## config.mk

```make
export PLATFORM = sky130hd
export DESIGN_NAME = dds_phase_gen
export DESIGN_NICKNAME = d
export VERILOG_FILES = /design/src/rtl/dds_phase_gen.sv
export SDC_FILE = /design/constraint.sdc
export NUM_CORES = 1
export LEC_CHECK = 0
export ABC_AREA = 1
export BUFFER_PORTS_ARGS = -buffer_cell sky130_fd_sc_hd__buf_2
export CORE_UTILIZATION = 55
export CTS_BUF_LIST = sky130_fd_sc_hd__clkbuf_8
export CTS_CLUSTER_DIAMETER = 100
export DETAILED_ROUTE_END_ITERATION = 10
export GPL_TIMING_DRIVEN = 0
export PLACE_DENSITY_LB_ADDON = 0.1
export SLEW_MARGIN = 20
export SYNTH_ARGS = -nofsm -noshare
export SYNTH_HDL_FRONTEND = slang
export SYNTH_SLANG_ARGS = --single-unit
export TNS_END_PERCENT = 30
```

## constraint.sdc

```tcl
create_clock -name clk -period 4.5 [get_ports clk]
set_clock_uncertainty 0.1 [all_clocks]
set_input_delay 0.225 -clock clk [delete_from_list [all_inputs] [get_ports clk]]
set_output_delay 0.225 -clock clk [all_outputs]
set_load 0.005 [all_outputs]
```

## src/rtl/dds_phase_gen.sv

```systemverilog
// -----------------------------------------------------------------------------
// dds_phase_gen
//
// Direct digital synthesis phase generator. A phase accumulator advances by the
// active frequency tuning word once per rising edge of sample_clk, which comes
// from an upstream divider and is asynchronous to clk. Each step produces one
// registered waveform sample (saw, square, triangle or reverse saw) taken from
// the top OUT_W bits of the accumulator before that step's increment.
//
// A new tuning word is loaded with a load/ack handshake. The word is captured
// into a pending register at once, and becomes active only on the next sample
// tick, so a frequency change always lands on a sample boundary.
//
// Optional feature macro: DDS_PHASE_OFFSET_EN
//   When defined, adds the phase_offset input, which is registered every cycle
//   and added (mod 2^ACC_W) to the accumulator before truncation.
//
// Parameters
//   ACC_W        accumulator and tuning word width
//   OUT_W        waveform sample width, 2..ACC_W
//
// Ports
//   clk          system clock, rising edge
//   reset        asynchronous, active-high reset
//   sample_clk   divided sample clock, asynchronous to clk
//   ftw          frequency tuning word
//   ftw_load     load request, held high by the requester until ftw_ack
//   ftw_ack      one-cycle pulse: the requested word is now active
//   wave_sel     00 saw, 01 square, 10 triangle, 11 reverse saw
//   enable       accumulator run enable
//   phase_offset (DDS_PHASE_OFFSET_EN only) phase offset added before truncation
//   wave_out     registered waveform sample
//   wave_valid   one-cycle strobe marking a new wave_out
//   phase        current accumulator value
// -----------------------------------------------------------------------------
`timescale 1ns/1ps

module dds_phase_gen #(
    parameter int ACC_W = 24,
    parameter int OUT_W = 8
) (
    input  logic             clk,
    input  logic             reset,
    input  logic             sample_clk,
    input  logic [ACC_W-1:0] ftw,
    input  logic             ftw_load,
    output logic             ftw_ack,
    input  logic [1:0]       wave_sel,
    input  logic             enable,
`ifdef DDS_PHASE_OFFSET_EN
    input  logic [ACC_W-1:0] phase_offset,
`endif
    output logic [OUT_W-1:0] wave_out,
    output logic             wave_valid,
    output logic [ACC_W-1:0] phase
);

    typedef enum logic {
        HS_IDLE,
        HS_PENDING
    } hs_state_t;

    typedef enum logic [1:0] {
        WAVE_SAW      = 2'b00,
        WAVE_SQUARE   = 2'b01,
        WAVE_TRIANGLE = 2'b10,
        WAVE_REV_SAW  = 2'b11
    } wave_t;

    // ------------------------------------------------------------------
    // State
    // ------------------------------------------------------------------
    logic             sync1_q, sync1_d;
    logic             sync2_q, sync2_d;
    logic             hist_q, hist_d;
    logic             tick_q, tick_d;
    hs_state_t        state_q, state_d;
    logic [ACC_W-1:0] pending_q, pending_d;
    logic [ACC_W-1:0] active_q, active_d;
    logic [ACC_W-1:0] acc_q, acc_d;
    logic [OUT_W-1:0] wave_out_q, wave_out_d;
    logic             wave_valid_q, wave_valid_d;
    logic             ftw_ack_q, ftw_ack_d;
    logic [ACC_W-1:0] offset_val;
    logic [OUT_W-1:0] p;
    logic [OUT_W-1:0] tri_base;
    logic [OUT_W-1:0] wave_next;

`ifdef DDS_PHASE_OFFSET_EN
    logic [ACC_W-1:0] offset_q;

    always_ff @(posedge clk or posedge reset) begin
        if (reset) offset_q <= '0;
        else       offset_q <= phase_offset;
    end

    assign offset_val = offset_q;
`else
    assign offset_val = '0;
`endif

    // ------------------------------------------------------------------
    // sample_clk synchroniser and rising-edge detector
    // ------------------------------------------------------------------
    always_comb begin
        sync1_d = sample_clk;
        sync2_d = sync1_q;
        hist_d  = sync2_q;
        tick_d  = sync2_q & ~hist_q;
    end

    // ------------------------------------------------------------------
    // Waveform shaping from the pre-increment phase
    // ------------------------------------------------------------------
    always_comb begin
        // NOTE: every variable assigned in always_comb gets a value on every
        // path (defaults first), otherwise synthesis infers a latch.
        p         = OUT_W'((acc_q + offset_val) >> (ACC_W - OUT_W));
        tri_base  = {p[OUT_W-2:0], 1'b0};
        wave_next = p;
        case (wave_t'(wave_sel))
            WAVE_SAW:      wave_next = p;
            WAVE_SQUARE:   wave_next = {OUT_W{p[OUT_W-1]}};
            // Doubling the phase and folding the upper half gives the falling
            // slope without a subtractor.
            WAVE_TRIANGLE: wave_next = p[OUT_W-1] ? ~tri_base : tri_base;
            WAVE_REV_SAW:  wave_next = ~p;
            default:       wave_next = p;
        endcase
    end

    // ------------------------------------------------------------------
    // Tuning word handshake and accumulator
    // ------------------------------------------------------------------
    always_comb begin
        state_d      = state_q;
        pending_d    = pending_q;
        active_d     = active_q;
        acc_d        = acc_q;
        wave_out_d   = wave_out_q;
        wave_valid_d = 1'b0;
        ftw_ack_d    = 1'b0;

        case (state_q)
            HS_IDLE: begin
                // In the ack cycle the requester still holds ftw_load; that
                // is the tail of the finished request, not a new one.
                if (ftw_load && !ftw_ack_q) begin
                    pending_d = ftw;
                    state_d   = HS_PENDING;
                end
            end
            HS_PENDING: begin
                if (tick_q) begin
                    active_d  = pending_q;
                    ftw_ack_d = 1'b1;
                    state_d   = HS_IDLE;
                end
            end
            default: state_d = HS_IDLE;
        endcase

        // Increment uses active_q, i.e. the word in force before any swap
        // happening on this same tick.
        if (tick_q && enable) begin
            acc_d        = acc_q + active_q;
            wave_out_d   = wave_next;
            wave_valid_d = 1'b1;
        end
    end

    // ------------------------------------------------------------------
    // Registers
    // ------------------------------------------------------------------
    always_ff @(posedge clk or posedge reset) begin
        // NOTE: sequential state uses non-blocking (<=) so every flop samples
        // the pre-edge value of its inputs, independent of statement order.
        if (reset) begin
            // Synchroniser and edge history reset high: a sample_clk already
            // high at release must not look like a fresh rising edge.
            sync1_q      <= 1'b1;
            sync2_q      <= 1'b1;
            hist_q       <= 1'b1;
            tick_q       <= 1'b0;
            state_q      <= HS_IDLE;
            pending_q    <= '0;
            active_q     <= '0;
            acc_q        <= '0;
            wave_out_q   <= '0;
            wave_valid_q <= 1'b0;
            ftw_ack_q    <= 1'b0;
        end else begin
            sync1_q      <= sync1_d;
            sync2_q      <= sync2_d;
            hist_q       <= hist_d;
            tick_q       <= tick_d;
            state_q      <= state_d;
            pending_q    <= pending_d;
            active_q     <= active_d;
            acc_q        <= acc_d;
            wave_out_q   <= wave_out_d;
            wave_valid_q <= wave_valid_d;
            ftw_ack_q    <= ftw_ack_d;
        end
    end

    assign ftw_ack    = ftw_ack_q;
    assign wave_out   = wave_out_q;
    assign wave_valid = wave_valid_q;
    assign phase      = acc_q;

endmodule

```

==> impl_metrics.json <==
{
  "cts_buffers": 9,
  "violations": "design-rule violations",
  "syn_inst": 666,
  "reg2reg_depth": 9,
  "timing.rr.start": "phase[0]",
  "hold_end": "pending_q[22]",
  "regArea_um2": 2180,
  "core_area_um2": 8810,
  "cp_slowest_stage_delay_ns": 0.45,
  "yosys.area.top_type": "dfrtp_1",
  "io_pins": 65,
  "synth-main-ff-cell": "dfrtp_1",
  "drive_above_1_share": 0.174,
  "syn-num-nets": 721,
  "htree_levels": 3,
  "drc": 6,
  "finalPower_mw": 4.08,
  "syn_to_final_growth_pct": 17.9,
  "multiInputGateArea_um2": 2480,
  "start_util": 0.572,
  "ys_seq_area_frac": 0.433,
  "hold_ws_ns": 0.0162,
  "p_per_area_nw_per_um2": 686,
  "setup_viol": 0,
  "post-route-min-period_ns": 2.19,
  "r2r_end": "phase[20]",
  "tns_ns": 0,
  "grt_max_degree": 55,
  "die_y_um": 97.7,
  "antenna_left": 0,
  "fin_nets": 820,
  "dieArea_um2": 9550,
  "synth_common_cells": "nand2_1 (283), dfrtp_1 (84), inv_1 (81)",
  "yosysTopAreaCellShare": 0.417,
  "grt_pass1_vias": 4427,
  "avgSynthCellArea_um2": 7.57,
  "post_cts_buffers": 0,
  "num_vias": 4517,
  "fin_crit_sh": 0.486,
  "ir_worst_vdd_mv": 0.342,
  "fmax_mhz": 457,
  "path_class": "flop to flop",
  "ys_types": 35,
  "worstPathRequired_ns": 4.66,
  "rrSetupSlack_ns": 2.31,
  "clock_latency_ns": 0.36,
  "cp_cell_sequence": "ha_1 -> fa_1 -> nand2_1 -> nand2_1 -> and2_1 -> nand3_1 -> nand4_1 -> nand3_1 -> nand2_1",
  "synth_area_um2": 5040,
  "dp_hpwl_mm": 9.48,
  "whs_path_depth": 2,
  "grt_pass1_wl_mm": 20.8,
  "async_flop_share": 1.00,
  "tightest_slew_ns": 0.658,
  "yosysWarnings": 0,
  "gr-total-overflow": 0,
  "outcome": "finished with violations",
  "slew-limit-headroom": 0.561,
  "cap_violations": 0,
  "cts-root-buf": "clkbuf_8",
  "num_rows": 34,
  "worstPathMaxFanout": 4,
  "dr.pass1.iters": 8,
  "crit_path_end_kind": "flop",
  "portBuffers": 64,
  "drtIter0Drc": 240,
  "clockBufferDepth": 2,
  "grt_setup_unrepaired": "false",
  "cts_tree": "done",
  "hp-class": "input port to flop",
  "track_usage": 0.279,
  "dp_cells": 839,
  "synthTopCellsByArea": "dfrtp_1 (42%), nand2_1 (21%), inv_1 (6.0%)",
  "wl_per_cell_um": 14.3,
  "slowest_stage": "fa_1",
  "p_leak_nw": 3.28,
  "synth_edf_count": 0,
  "hold_violations": 0,
  "worstHoldStart": "ftw[22]",
  "die_w_um": 97.7,
  "crit_arrival_ns": 2.35,
  "drt_wl_total_mm": 12.5,
  "cp-start-kind": "flop",
  "instances_no_fill": 878,
  "gp_congestion": 0.903,
  "slew_viol_final": 0,
  "fillerInstances": 792,
  "diodes": 0,
  "clkTransAtPathRegs_ns": 0.11,
  "path_common_cell": "nand2_1",
  "numClockSinks": 87,
  "antenna_found_initial": 0,
  "synth_most_common_cell": "nand2_1",
  "viasPerCell": 5.14,
  "synth-seq-cells": 87,
  "utilization": 0.675
}
## cells in the final DEF, fill, tap and decap left out, drive strengths merged, types with 15 or more instances in the layout
cell	n
o21ai	21
mux2	24
nand2	287
inv	88
ha	23
buf	73
dlygate4sd3	23
clkbuf	15
dfrtp	84
a21oi	16
nor2	35
nand3	35
## routing by layer
| layer | routed length (µm) | part of all wire | track usage | up-vias |
|---|---|---|---|---|
| met5 | 0 | 0 | 0 | - |
| met4 | 126 | 0.010 | 0.0723 | 0 |
| met3 | 525 | 0.042 | 0.0401 | 9 |
| met2 | 6060 | 0.48 | 0.483 | 107 |
| met1 | 5820 | 0.46 | 0.369 | 2103 |
| li1 | - | - | - | 2298 |
## logic make-up after synthesis
group                    count (synthesis)  share of synthesized area
AO/OA/AOI/OAI                           48                     0.0556
XOR/XNOR                                10                     0.0174
adder cells (fa/ha/maj)                 24                     0.0611
buffers and inverters                   99                     0.0759
flip-flops                              87                      0.433
multiplexers                            24                     0.0536
AND/OR/NAND/NOR                        374                      0.304
## power by group
| part | internal (mW) | total (mW) | leakage [nW] | switching (mW) |
|---|---|---|---|---|
| combinational | 0.862 | 2.16 | 2.13 | 1.29 |
| clock | 0.213 | 0.532 | 0.0938 | 0.319 |
| sequential | 1.12 | 1.39 | 1.06 | 0.274 |
## registers in the layout, indices dropped and copies added, names as in the netlist
name / cells
active_q: 24
ftw_ack: 1
hist_d: 1
hist_q: 1
pending_q: 24
phase: 24
state_q: 1
sync1_q: 1
tick_q: 1
wave_out: 8
wave_valid: 1
## metrics by stage
step / setup WS (ns) / instance area [µm²]
5_1_grt: 2.17 / 5940
3_5_place_dp: 2.35 / 5530
3_3_place_gp: 1.02 / 5500
4_1_cts: 2.33 / 5930
6_report: 2.31 / 5940
2_1_floorplan: 1.93 / 5040
## what timing repair did
item | in CTS | in global routing
resized for setup | 0 | 0
hold buffers | 22 | 1
endpoints found under the hold margin | 51 | 1
## worst max path at each step
stage               startpoint           to  slack, ns  cells past startpoint
finish                phase[0]    phase[20]       2.31                      9
global route          phase[0]    phase[20]       2.17                     10
CTS                   phase[0]    phase[22]       2.33                     10
detailed placement    phase[0]    phase[16]       2.35                     10
global placement         reset  wave_out[2]       1.02                      2
floorplan                reset  active_q[0]       1.93                      1
## area by class of cell
type,instances,area share
clock inverters,7,0.0107
multi-input cells,480,0.417
flip-flops and latches,87,0.367
inverters,85,0.0541
well taps,108,0.0227
plain buffers,14,0.0107
repair buffers,88,0.0972
clock buffers,9,0.0208
## critical path, delay by kind of cell (launching register included)
kind / cells / cell delay [ns]
flip-flops: 1 / 0.42
adder cells (fa/ha/maj): 2 / 0.74
AND/OR/NAND/NOR: 7 / 0.81
No activity file was read; power rests on OpenSTA's default activity.
